[src/rtl/alu_seq_pkg.sv]
// rtl/alu_seq_pkg.sv - one-hot state encoding, mode bit indices and op-chain helper for alu_seq_fsm
package alu_seq_pkg;

  localparam int NUM_STATES = 8;
  localparam int MODE_ADD   = 0;
  localparam int MODE_SUB   = 1;
  localparam int MODE_SHIFT = 2;

  typedef enum logic [NUM_STATES-1:0] {
    ST_IDLE   = 8'b0000_0001,
    ST_LOAD1  = 8'b0000_0010,
    ST_LOAD2  = 8'b0000_0100,
    ST_ADD    = 8'b0000_1000,
    ST_SUB    = 8'b0001_0000,
    ST_SHIFT  = 8'b0010_0000,
    ST_STORE1 = 8'b0100_0000,
    ST_STORE2 = 8'b1000_0000
  } state_t;

  // First enabled op among the remaining enables, falling through to STORE1.
  function automatic state_t first_op(input logic [2:0] m);
    if (m[MODE_ADD])   return ST_ADD;
    if (m[MODE_SUB])   return ST_SUB;
    if (m[MODE_SHIFT]) return ST_SHIFT;
    return ST_STORE1;
  endfunction

endpackage

[src/rtl/alu_seq_dp.sv]
// rtl/alu_seq_dp.sv - operand registers and ADD/SUB/SHIFT logic for alu_seq_fsm
// ALU_SEQ_SAT_EN selects unsigned saturation instead of modulo wrap.
module alu_seq_dp
  import alu_seq_pkg::*;
#(
  parameter int WIDTH     = 8,
  parameter int SHIFT_AMT = 1
) (
  input  logic             clk,
  input  logic             rst_n,
  input  logic             ld1,
  input  logic             ld2,
  input  logic             op_add,
  input  logic             op_sub,
  input  logic             op_shift,
  input  logic [WIDTH-1:0] in_data,
  output logic [WIDTH-1:0] reg1,
  output logic [WIDTH-1:0] reg2
);

  logic [WIDTH:0]           add_full;
  logic [WIDTH:0]           sub_full;
  logic [WIDTH+SHIFT_AMT-1:0] shl_full;
  logic [WIDTH-1:0]         add_res;
  logic [WIDTH-1:0]         sub_res;
  logic [WIDTH-1:0]         shl_res;

  // The extra top bit carries the carry, borrow or shifted-out bits.
  assign add_full = {1'b0, reg1} + {1'b0, reg2};
  assign sub_full = {1'b0, reg1} - {1'b0, reg2};
  assign shl_full = {{SHIFT_AMT{1'b0}}, reg1} << SHIFT_AMT;

`ifdef ALU_SEQ_SAT_EN
  assign add_res = add_full[WIDTH] ? '1 : add_full[WIDTH-1:0];
  assign sub_res = sub_full[WIDTH] ? '0 : sub_full[WIDTH-1:0];
  assign shl_res = (|shl_full[WIDTH+SHIFT_AMT-1:WIDTH]) ? '1 : shl_full[WIDTH-1:0];
`else
  logic unused_ovf;
  assign unused_ovf = ^{add_full[WIDTH], sub_full[WIDTH], shl_full[WIDTH+SHIFT_AMT-1:WIDTH]};
  assign add_res = add_full[WIDTH-1:0];
  assign sub_res = sub_full[WIDTH-1:0];
  assign shl_res = shl_full[WIDTH-1:0];
`endif

  always_ff @(posedge clk or negedge rst_n) begin
    if (!rst_n) begin
      reg1 <= '0;
      reg2 <= '0;
    end else begin
      if (ld1)           reg1 <= in_data;
      else if (op_add)   reg1 <= add_res;
      else if (op_sub)   reg1 <= sub_res;
      else if (op_shift) reg1 <= shl_res;
      if (ld2)           reg2 <= in_data;
    end
  end

endmodule

[src/rtl/alu_seq_fsm.sv]
// rtl/alu_seq_fsm.sv - sequenced-ALU controller: load two operands, run ADD/SUB/SHIFT chain, emit two results
// ALU_SEQ_SAT_EN (in alu_seq_dp) switches the datapath to unsigned saturation.
module alu_seq_fsm
  import alu_seq_pkg::*;
#(
  parameter int WIDTH     = 8,
  parameter int SHIFT_AMT = 1
) (
  input  logic             clk,
  input  logic             rst_n,
  input  logic             start,
  input  logic [2:0]       mode,
  input  logic             abort,
  input  logic             in_valid,
  input  logic [WIDTH-1:0] in_data,
  output logic             in_ready,
  output logic             out_valid,
  output logic [WIDTH-1:0] out_data,
  output logic             out_last,
  input  logic             out_ready,
  output logic             busy,
  output logic             done
);

  state_t           state;
  logic [2:0]       mode_r;
  logic [WIDTH-1:0] reg1;
  logic [WIDTH-1:0] reg2;

  always_ff @(posedge clk or negedge rst_n) begin
    if (!rst_n) begin
      state  <= ST_IDLE;
      mode_r <= '0;
      done   <= 1'b0;
    end else begin
      done <= 1'b0;
      if (abort) begin
        state <= ST_IDLE;
      end else begin
        case (state)
          ST_IDLE:   if (start) begin state <= ST_LOAD1; mode_r <= mode; end
          ST_LOAD1:  if (in_valid) state <= ST_LOAD2;
          ST_LOAD2:  if (in_valid) state <= first_op(mode_r);
          ST_ADD:    state <= first_op(mode_r & 3'b110);
          ST_SUB:    state <= first_op(mode_r & 3'b100);
          ST_SHIFT:  state <= ST_STORE1;
          ST_STORE1: if (out_ready) state <= ST_STORE2;
          ST_STORE2: if (out_ready) begin state <= ST_IDLE; done <= 1'b1; end
          default:   state <= ST_IDLE;
        endcase
      end
    end
  end

  // Outputs are pure decodes of the state and operand flops.
  assign in_ready  = (state == ST_LOAD1) || (state == ST_LOAD2);
  assign out_valid = (state == ST_STORE1) || (state == ST_STORE2);
  assign out_last  = (state == ST_STORE2);
  assign busy      = (state != ST_IDLE);
  assign out_data  = (state == ST_STORE1) ? reg1 :
                     (state == ST_STORE2) ? reg2 : '0;

  alu_seq_dp #(.WIDTH(WIDTH), .SHIFT_AMT(SHIFT_AMT)) u_dp (
    .clk      (clk),
    .rst_n    (rst_n),
    .ld1      ((state == ST_LOAD1) && in_valid && !abort),
    .ld2      ((state == ST_LOAD2) && in_valid && !abort),
    .op_add   ((state == ST_ADD) && !abort),
    .op_sub   ((state == ST_SUB) && !abort),
    .op_shift ((state == ST_SHIFT) && !abort),
    .in_data  (in_data),
    .reg1     (reg1),
    .reg2     (reg2)
  );

endmodule

[config.mk]
export PLATFORM = sky130hd
export DESIGN_NAME = alu_seq_fsm
export DESIGN_NICKNAME = d
export VERILOG_FILES = /design/src/rtl/alu_seq_pkg.sv /design/src/rtl/alu_seq_dp.sv /design/src/rtl/alu_seq_fsm.sv
export SDC_FILE = /design/constraint.sdc
export NUM_CORES = 1
export LEC_CHECK = 0
export CELL_PAD_IN_SITES_DETAIL_PLACEMENT = 1
export CELL_PAD_IN_SITES_GLOBAL_PLACEMENT = 1
export CORE_UTILIZATION = 47
export CTS_BUF_LIST = sky130_fd_sc_hd__clkbuf_8
export DETAILED_ROUTE_END_ITERATION = 6
export HOLD_SLACK_MARGIN = 0.03
export PLACE_DENSITY_LB_ADDON = 0.1
export SLEW_MARGIN = 20
export SYNTH_ARGS = -nofsm -noshare
export SYNTH_HDL_FRONTEND = slang
export SYNTH_SLANG_ARGS = --single-unit
[constraint.sdc]
create_clock -name clk -period 3.3 [get_ports clk]
set_clock_uncertainty 0.1 [all_clocks]
set_input_delay 0.99 -clock clk [delete_from_list [all_inputs] [get_ports clk]]
set_output_delay 0.99 -clock clk [all_outputs]
set_load 0.02 [all_outputs]
After elaboration in Yosys (flattened, before gate mapping)
Cells that the tools add are included.
Widths: inputs -> output; s select.
Word-level totals
  flip-flop bits (word level): 28
  bits of input ports: 17
  output and inout bits: 13
  logic and storage cells: 99
Cells by class
  add/subtract/negate cells: 2
  equality and inequality tests: 14
  muxes and demuxes: 64
  bitwise logic cells: 1
  reduce and logical (&&, ||, !) cells: 13
Operators with widths (count)
  $mux 8: 27
  $pmux 8 s8: 1
  $mux 1: 36
  $ne 3x3->1 const B: 4
  $add 8x8->8: 1
  $eq 8x1->1 const B: 1
  $eq 8x2->1 const B: 1
  $eq 8x3->1 const B: 1
  $eq 8x4->1 const B: 1
  $eq 8x5->1 const B: 1
  $eq 8x6->1 const B: 1
  $eq 8x7->1 const B: 1
  $eq 8x8->1 const B: 1
  $ne 8x1->1 const B: 1
  $sub 8x8->8: 1
  $logic_and 1x1->1: 7
  $reduce_and 5->1: 1
  $reduce_bool 4->1: 1
  $ne 3x2->1 const B: 1
  $reduce_and 3->1: 1
  $logic_or 1x1->1: 2
  $logic_not 1->1: 1
  $not 1->1: 1

Depth between registers and ports, before layout
Gate-level depths: netlist (run 1).
  word-level depth: 19
  gate-level depth with buffers: 10
  mapped depth without buffers: 10

By module
A second synthesis (run 1) with hierarchy kept.
Unflattened totals
  cells, all modules: 245
  area, all modules: 2278.4 µm²
By module, submodules not included
  alu_seq_dp: instances 1, cells each 164, area an instance 1403.8 µm², sequential area each 400.4 µm²
  alu_seq_fsm: instances 1, cells each 81, area an instance 874.6 µm², sequential area each 301.5 µm²

Worst setup path before layout (run 1)
OpenSTA, ideal clock, no wires.
  path type: flip-flop to output port
  start: reg state[5]
  end: out out_data[0]
  data arrival time: 1.729 ns
  data required time: 2.210 ns
  setup slack: 0.481 ns
  cell stages (with the launch flop): 6
  buffers on the path: 1
  cells stage by stage: dfrtp_1 -> clkbuf_1 -> nor3_1 -> nand2_1 -> nor2_1 -> a22o_1
Between the ends
  longest elaborated chain between the ends: 3
  elaborated cells between the ends (all ways): 4
  classes of those cells: eq/ne (2); mux (2)
RTL lines
  start, declared: line alu_seq_fsm.sv:25  | state_t state;
  start signal, assigned: line alu_seq_fsm.sv:43  | ST_LOAD2: if (in_valid) state <= first_op(mode_r);
  start signal, assigned: line alu_seq_fsm.sv:44  | ST_ADD: state <= first_op(mode_r & 3'b110);
  start signal, assigned: line alu_seq_fsm.sv:45  | ST_SUB: state <= first_op(mode_r & 3'b100);
  $eq 8x8->1
  named net out_last: line alu_seq_fsm.sv:19  | output logic out_last,
  $mux 8: line alu_seq_fsm.sv:61  | (state == ST_STORE2) ? reg2 : '0;
  $mux 8: line alu_seq_fsm.sv:60  | assign out_data = (state == ST_STORE1) ? reg1 :
  end, declared: line alu_seq_fsm.sv:18  | output logic [WIDTH-1:0] out_data,
The timed path passes the listed nets, and every way through them passes these cells.

Worst setup path after layout (run 1)
  start: reg state[2]
  end: out out_last
Between the ends
  longest elaborated chain between the ends: 1
RTL lines
  $eq 8x8->1: line alu_seq_fsm.sv:58  | assign out_last = (state == ST_STORE2);
  end, declared: line alu_seq_fsm.sv:19
Every way passes these cells.

==> results of run 1 <==
metal layers:
layer	track usage, %	wire (um)	share of wire, %
met4	3.27	31	0.48
met1	39.4	3100	48
met2	44.3	3090	48
met5	0	0	0
met3	3.38	229	3.5
state kept, by name, summed over array words and instances (netlist names):
signal	count
u_dp.reg1	8
mode_r	3
u_dp.reg2	8
state	8
done	1
metrics by stage:
| stage | cells | hold slack [ns] | util (%) | setup WS [ns] |
|---|---|---|---|---|
| after floorplan | 250 | 0.392 | - | 0.481 |
| after global placement | 336 | 0.423 | 57.3 | 0.298 |
| after detailed placement | 336 | 0.441 | 57.3 | 0.191 |
| after CTS | 340 | 0.457 | 58.4 | 0.151 |
| after global routing | 340 | 0.481 | 58.4 | 0.0567 |
| final | 340 | 0.457 | 58.4 | 0.165 |
worst max-delay path: stages, from the launching register on:
cell and delay [ns]:
dfrtp_1 0.47, nor3_1 0.20, nand2_1 0.13, nor2_1 0.13, buf_4 0.20, clkdlybuf4s50_1 0.63
worst paths after layout:
check	startpoint	end	slack [ns]	depth (start not counted)
max	state[2]	out_last	0.17	5
min	mode_r[2]	state[5]	0.46	2
max reg2reg	state[3]	u_dp.reg1[1]	0.77	7
min reg2reg	mode_r[2]	state[5]	0.46	2
max in group asynchronous	rst_n	state[0]	1.80	2
min in group asynchronous	rst_n	state[4]	0.98	2
cell families (layout without fill, tap and decap cells):
| family | after synthesis | after routing | synth area share, % |
|---|---|---|---|
| muxes | 15 | 15 | 7.21 |
| and+or+nand+nor | 79 | 79 | 21.1 |
| xor gates and xnor gates | 7 | 7 | 2.68 |
| buffers and inverters | 27 | 63 | 4.92 |
| adders and majority gates | 16 | 16 | 9.40 |
| AOI/OAI and AO/OA | 78 | 78 | 24.0 |
| DFF | 28 | 28 | 30.7 |
where the power goes:
group / switching [mW] / total (mW) / internal, mW
Combinational: 0.390 / 0.720 / 0.330
Sequential: 0.107 / 0.522 / 0.416
Clock: 0.109 / 0.216 / 0.107
Yosys cell counts (all sizes together) (2+ instances only):
cell type	number	area (um2)
and2	2	12.5
mux2i	3	30.0
o22ai	5	31.3
nand3	5	25.0
inv	19	71.3
xor2	4	35.0
nand2	11	41.3
clkbuf	5	20.0
o32a	3	30.0
nor2	20	75.1
or4	3	30.0
xnor2	3	26.3
a21o	3	22.5
nor3b	3	22.5
o21a	5	37.5
a21oi	10	50.1
mux2	12	135
a311o	2	20.0
nor3	6	41.3
dfrtp	27	676
nor4	6	58.8
a22oi	9	67.6
a22o	8	70.1
nand2b	9	56.3
buf	3	21.3
a221oi	2	17.5
or2b	2	15.0
fa	2	40.0
or3b	2	17.5
nor2b	3	18.8
ha	14	175
a31oi	3	18.8
nand3b	2	15.0
o31ai	4	30.0
o21ai	16	83.8
cell type report:
cell class,instances,area share (%)
clock buffers,4,2.01
repair buffers,40,13.2
well taps,54,2.46
multi-input cells,195,54.1
flip-flops and latches,28,25.6
inverters,19,2.60
==> impl_metrics.env, run 1 <==
export IMPL_first_pass_iters=4
export IMPL_num_vias=2086
export IMPL_ys_seq_elements=28
export IMPL_critPathRequiredTime_ns=2.21
export IMPL_hold_path_class="reg -> reg"
export IMPL_design_die_area_mm2=0.00515
export IMPL_antenna_found_initial=0
export IMPL_worst_pin_slew_ns=0.544
export IMPL_gp_congestion=0.904
export IMPL_drt_antenna_violating_nets=0
export IMPL_core_mm2=0.00469
export IMPL_p_leak_nw=1.22
export IMPL_htreeDepth=1
export IMPL_multi_input_area_mm2=0.00148
export IMPL_cap_violations=0
export IMPL_grtUsageTotal_pct=27.1
export IMPL_start_util_pct=48.8
export IMPL_rsz0062_at_grt="no"
export IMPL_syn_area_mm2=0.00229
export IMPL_grt_overflow=0
export IMPL_worst_setup_path_start_kind="flop"
export IMPL_num_fill_cells=555
export IMPL_p_total_mw=1.46
export IMPL_report_final_slew_viol_count=0
export IMPL_post_cts_buffers=0
export IMPL_placed_area_mm2=0.00269
export IMPL_setup_violations=0
export IMPL_layout_commonest_cell="dfrtp_1"
export IMPL_fin_nets=320
export IMPL_clk_pin_slew_ns=0.10
export IMPL_drt_iter0_markers=128
export IMPL_crit_type="reg -> out"
export IMPL_grt_pass1_vias=2055
export IMPL_cts_buffers=3
export IMPL_synth_warnings=0
export IMPL_post_cts_resized=10
export IMPL_synthCells=250
export IMPL_fmax_mhz=319
export IMPL_syn2layout_area_growth_pct=19.7
export IMPL_dieWidth_um=71.8
export IMPL_peakVddDrop_mv=0.259
export IMPL_cts_hold_fix_buffers=0
export IMPL_n_antenna_cell=0
export IMPL_worstPathArrival_ns=2.04
export IMPL_status="finished, final reports clean"
export IMPL_cts_root_buf="clkbuf_8"
export IMPL_period_share_pct=95.0
export IMPL_final_hold_violation_count=0
export IMPL_p_per_area_mw_per_mm2=532
export IMPL_viasPerCell=6.14
export IMPL_wire_per_inst_um=19.0
export IMPL_cts_tree="yes"
export IMPL_insertion_delay_ns=0.28
export IMPL_drc=0
export IMPL_fin_setup_tns_ns=0
export IMPL_slew_limit_headroom_pct=63.6
export IMPL_ys_types=58
export IMPL_routed_wl_um=6460
export IMPL_syn_avg_cell_area_um2=9.16
export IMPL_ff_latch_area_um2=702
export IMPL_io_buffers=29
export IMPL_clock_path_buffers=2
export IMPL_synth_edf_count=0
export IMPL_std_cell_rows=25
export IMPL_grt_max_degree=29
export IMPL_dp_final_hpwl_um=4950
export IMPL_cts_sinks=28
export IMPL_grt_pass1_wl_um=10700
export IMPL_cp_max_fo=10
export IMPL_ios=30
export IMPL_fin_crit_ns=3.13
export IMPL_final_area_mm2=0.00274
export IMPL_syn_num_nets=283
export IMPL_ys_flop_type="dfrtp_1"
export IMPL_final_cell_mix="dfrtp_1 (27), clkdlybuf4s50_1 (21), inv_1 (19), nor2_1 (19), ha_1 (14)"
export IMPL_drive_above_1_share_pct=14.7
export IMPL_synthArstFlopShare_pct=100
export IMPL_fp_dieH_um=71.8
export IMPL_synth_seq_area_share_pct=30.7
export IMPL_critPathCaptureType="output port"
Power figures use the tool's default switching activity.
==> run 2, diff against run 1 <==
Settings changed: CORE_MARGIN from default to 3.
==> run 2 against run 1 <==
Net effect: utilization up 3.8 points; clock power up 33%; worst hold slack worse by 0.0037 ns; count of clock-buffer cells in the layout down 1; sequential power down 1%; critical endpoint is now busy.
==> impl_metrics.env, run 2 (synthesized netlist as in run 1, its figures left out) <==
export IMPL_final_cell_mix="dfrtp_1 (27), clkdlybuf4s50_1 (21), nor2_1 (20), inv_1 (19)"
export IMPL_p_total_mw=1.54
export IMPL_r2r_end="u_dp.reg1[7]"
export IMPL_period_share_pct=95.1
export IMPL_cts_root_buf="clkbuf_8"
export IMPL_report_final_slew_viol_count=0
export IMPL_slew_limit_headroom_pct=57.3
export IMPL_design_die_area_mm2=0.00574
export IMPL_drc=0
export IMPL_dp_final_hpwl_um=5230
export IMPL_setup_violations=0
export IMPL_clk_pin_slew_ns=0.11
export IMPL_insertion_delay_ns=0.29
export IMPL_dieWidth_um=75.8
export IMPL_final_cells=354
export IMPL_status="finished, final reports clean"
export IMPL_fin_nets=323
export IMPL_num_fill_cells=512
export IMPL_hold_path_class="reg -> reg"
export IMPL_cts_sinks=28
export IMPL_htreeDepth=1
export IMPL_holdWs_ns=0.453
export IMPL_grt_pass1_vias=2110
export IMPL_dp_cells=349
export IMPL_worst_pin_slew_ns=0.639
export IMPL_peakVddDrop_mv=0.306
export IMPL_critPathCaptureType="output port"
export IMPL_utilization_pct=62.2
export IMPL_wire_per_inst_um=19.7
export IMPL_hold_depth=2
export IMPL_preCtsSetupSlack_ns=0.268
export IMPL_multi_input_area_mm2=0.00148
export IMPL_p_per_area_mw_per_mm2=547
export IMPL_ios=30
export IMPL_r2r_start="u_dp.reg1[1]"
export IMPL_crit_type="reg -> out"
export IMPL_grt_overflow=0
export IMPL_antenna_found_initial=0
export IMPL_critPathRequiredTime_ns=2.21
export IMPL_ff2ff_setup_slack_ns=0.74
export IMPL_grt_pass1_wl_um=11100
export IMPL_routed_wl_um=6960
export IMPL_fin_crit_ns=3.14
export IMPL_worst_setup_path_start_kind="flop"
export IMPL_fmax_mhz=319
export IMPL_clock_path_buffers=2
export IMPL_cp_max_fo=6
export IMPL_cts_buffers=3
export IMPL_hold_path_startpoint="mode_r[2]"
export IMPL_ff_latch_area_um2=702
export IMPL_n_antenna_cell=0
export IMPL_worstPathArrival_ns=2.05
export IMPL_drt_iter0_markers=193
export IMPL_fp_dieH_um=75.8
export IMPL_cap_violations=0
export IMPL_std_cell_rows=24
export IMPL_core_mm2=0.00453
export IMPL_layout_commonest_cell="dfrtp_1"
export IMPL_start_util_pct=50.5
export IMPL_viasPerCell=6.01
export IMPL_placed_area_mm2=0.00272
export IMPL_grtUsageTotal_pct=26.3
export IMPL_rsz0062_at_grt="no"
export IMPL_gp_congestion=0.859
export IMPL_first_pass_iters=4
export IMPL_reg2reg_depth=7
export IMPL_final_hold_violation_count=0
export IMPL_drt_antenna_violating_nets=0
export IMPL_final_area_mm2=0.00282
export IMPL_p_leak_nw=1.35
export IMPL_cts_tree="yes"
export IMPL_hold_end="state[5]"
export IMPL_num_vias=2129
export IMPL_fin_setup_tns_ns=0
export IMPL_io_buffers=29
export IMPL_setup_ws_ns=0.161
export IMPL_drive_above_1_share_pct=15.2
export IMPL_grt_max_degree=29
export IMPL_syn2layout_area_growth_pct=23.2
export IMPL_reg_largest_list="state x8, u_dp.reg1 x8, u_dp.reg2 x8"
run 2: cell types whose count changed in the layout (fill, tap and decap cells not counted), sizes merged:
cell          before  now
dlygate4sd2        8    0
bufinv             0    1
buf               11   14
dlymetal6s2s       0    8
clkbuf             4    3
run 2: final cells by class:
cell class	count	share of cell area, %
well taps	65	2.88
inverters	19	2.53
clock inverters	1	1.06
multi-input cells	195	52.5
clock buffers	3	1.46
flip-flops and latches	28	24.9
repair buffers	43	14.7
run 2: worst max path at each step:
| stage | startpoint | to | slack (ns) | cells past startpoint |
|---|---|---|---|---|
| 2_1_floorplan | state[5] | out_data[0] | 0.48 | 5 |
| 3_5_place_dp | abort | u_dp.reg2[6] | 0.27 | 4 |
| 4_1_cts | state[5] | out_data[4] | 0.03 | 6 |
| 3_3_place_gp | abort | u_dp.reg2[5] | 0.30 | 4 |
| 6_report | state[2] | busy | 0.16 | 4 |
| 5_1_grt | state[2] | busy | 0.06 | 4 |
run 2: routing by layer:
layer | vias up | wire, um | track usage [%] | part of all wire (%)
met3 | 7 | 354 | 2.24 | 5.1
li1 | 1006 | - | - | -
met1 | 1063 | 3200 | 37.8 | 46
met5 | - | 0 | 0 | 0
met2 | 53 | 3330 | 42.4 | 48
met4 | 0 | 82 | 6.80 | 1.2
run 2: critical path, stage by stage (launching register included):
cell and delay [ns]:
dfrtp_1 0.40, buf_4 0.16, nor4_1 0.36, nand4b_1 0.25, clkdlybuf4s50_1 0.60
run 2: repair_timing:
item,CTS,global route
gates resized for setup,1,8
setup buffers,1,0
setup endpoints to repair,8,8
hold buffers,0,0
hold endpoints to repair,0,0
run 2: power by group:
part / leakage, nW / total (mW) / internal (mW) / switching [mW]
Combinational: 0.953 / 0.740 / 0.334 / 0.407
Sequential: 0.364 / 0.516 / 0.415 / 0.101
Clock: 0.0357 / 0.287 / 0.163 / 0.124
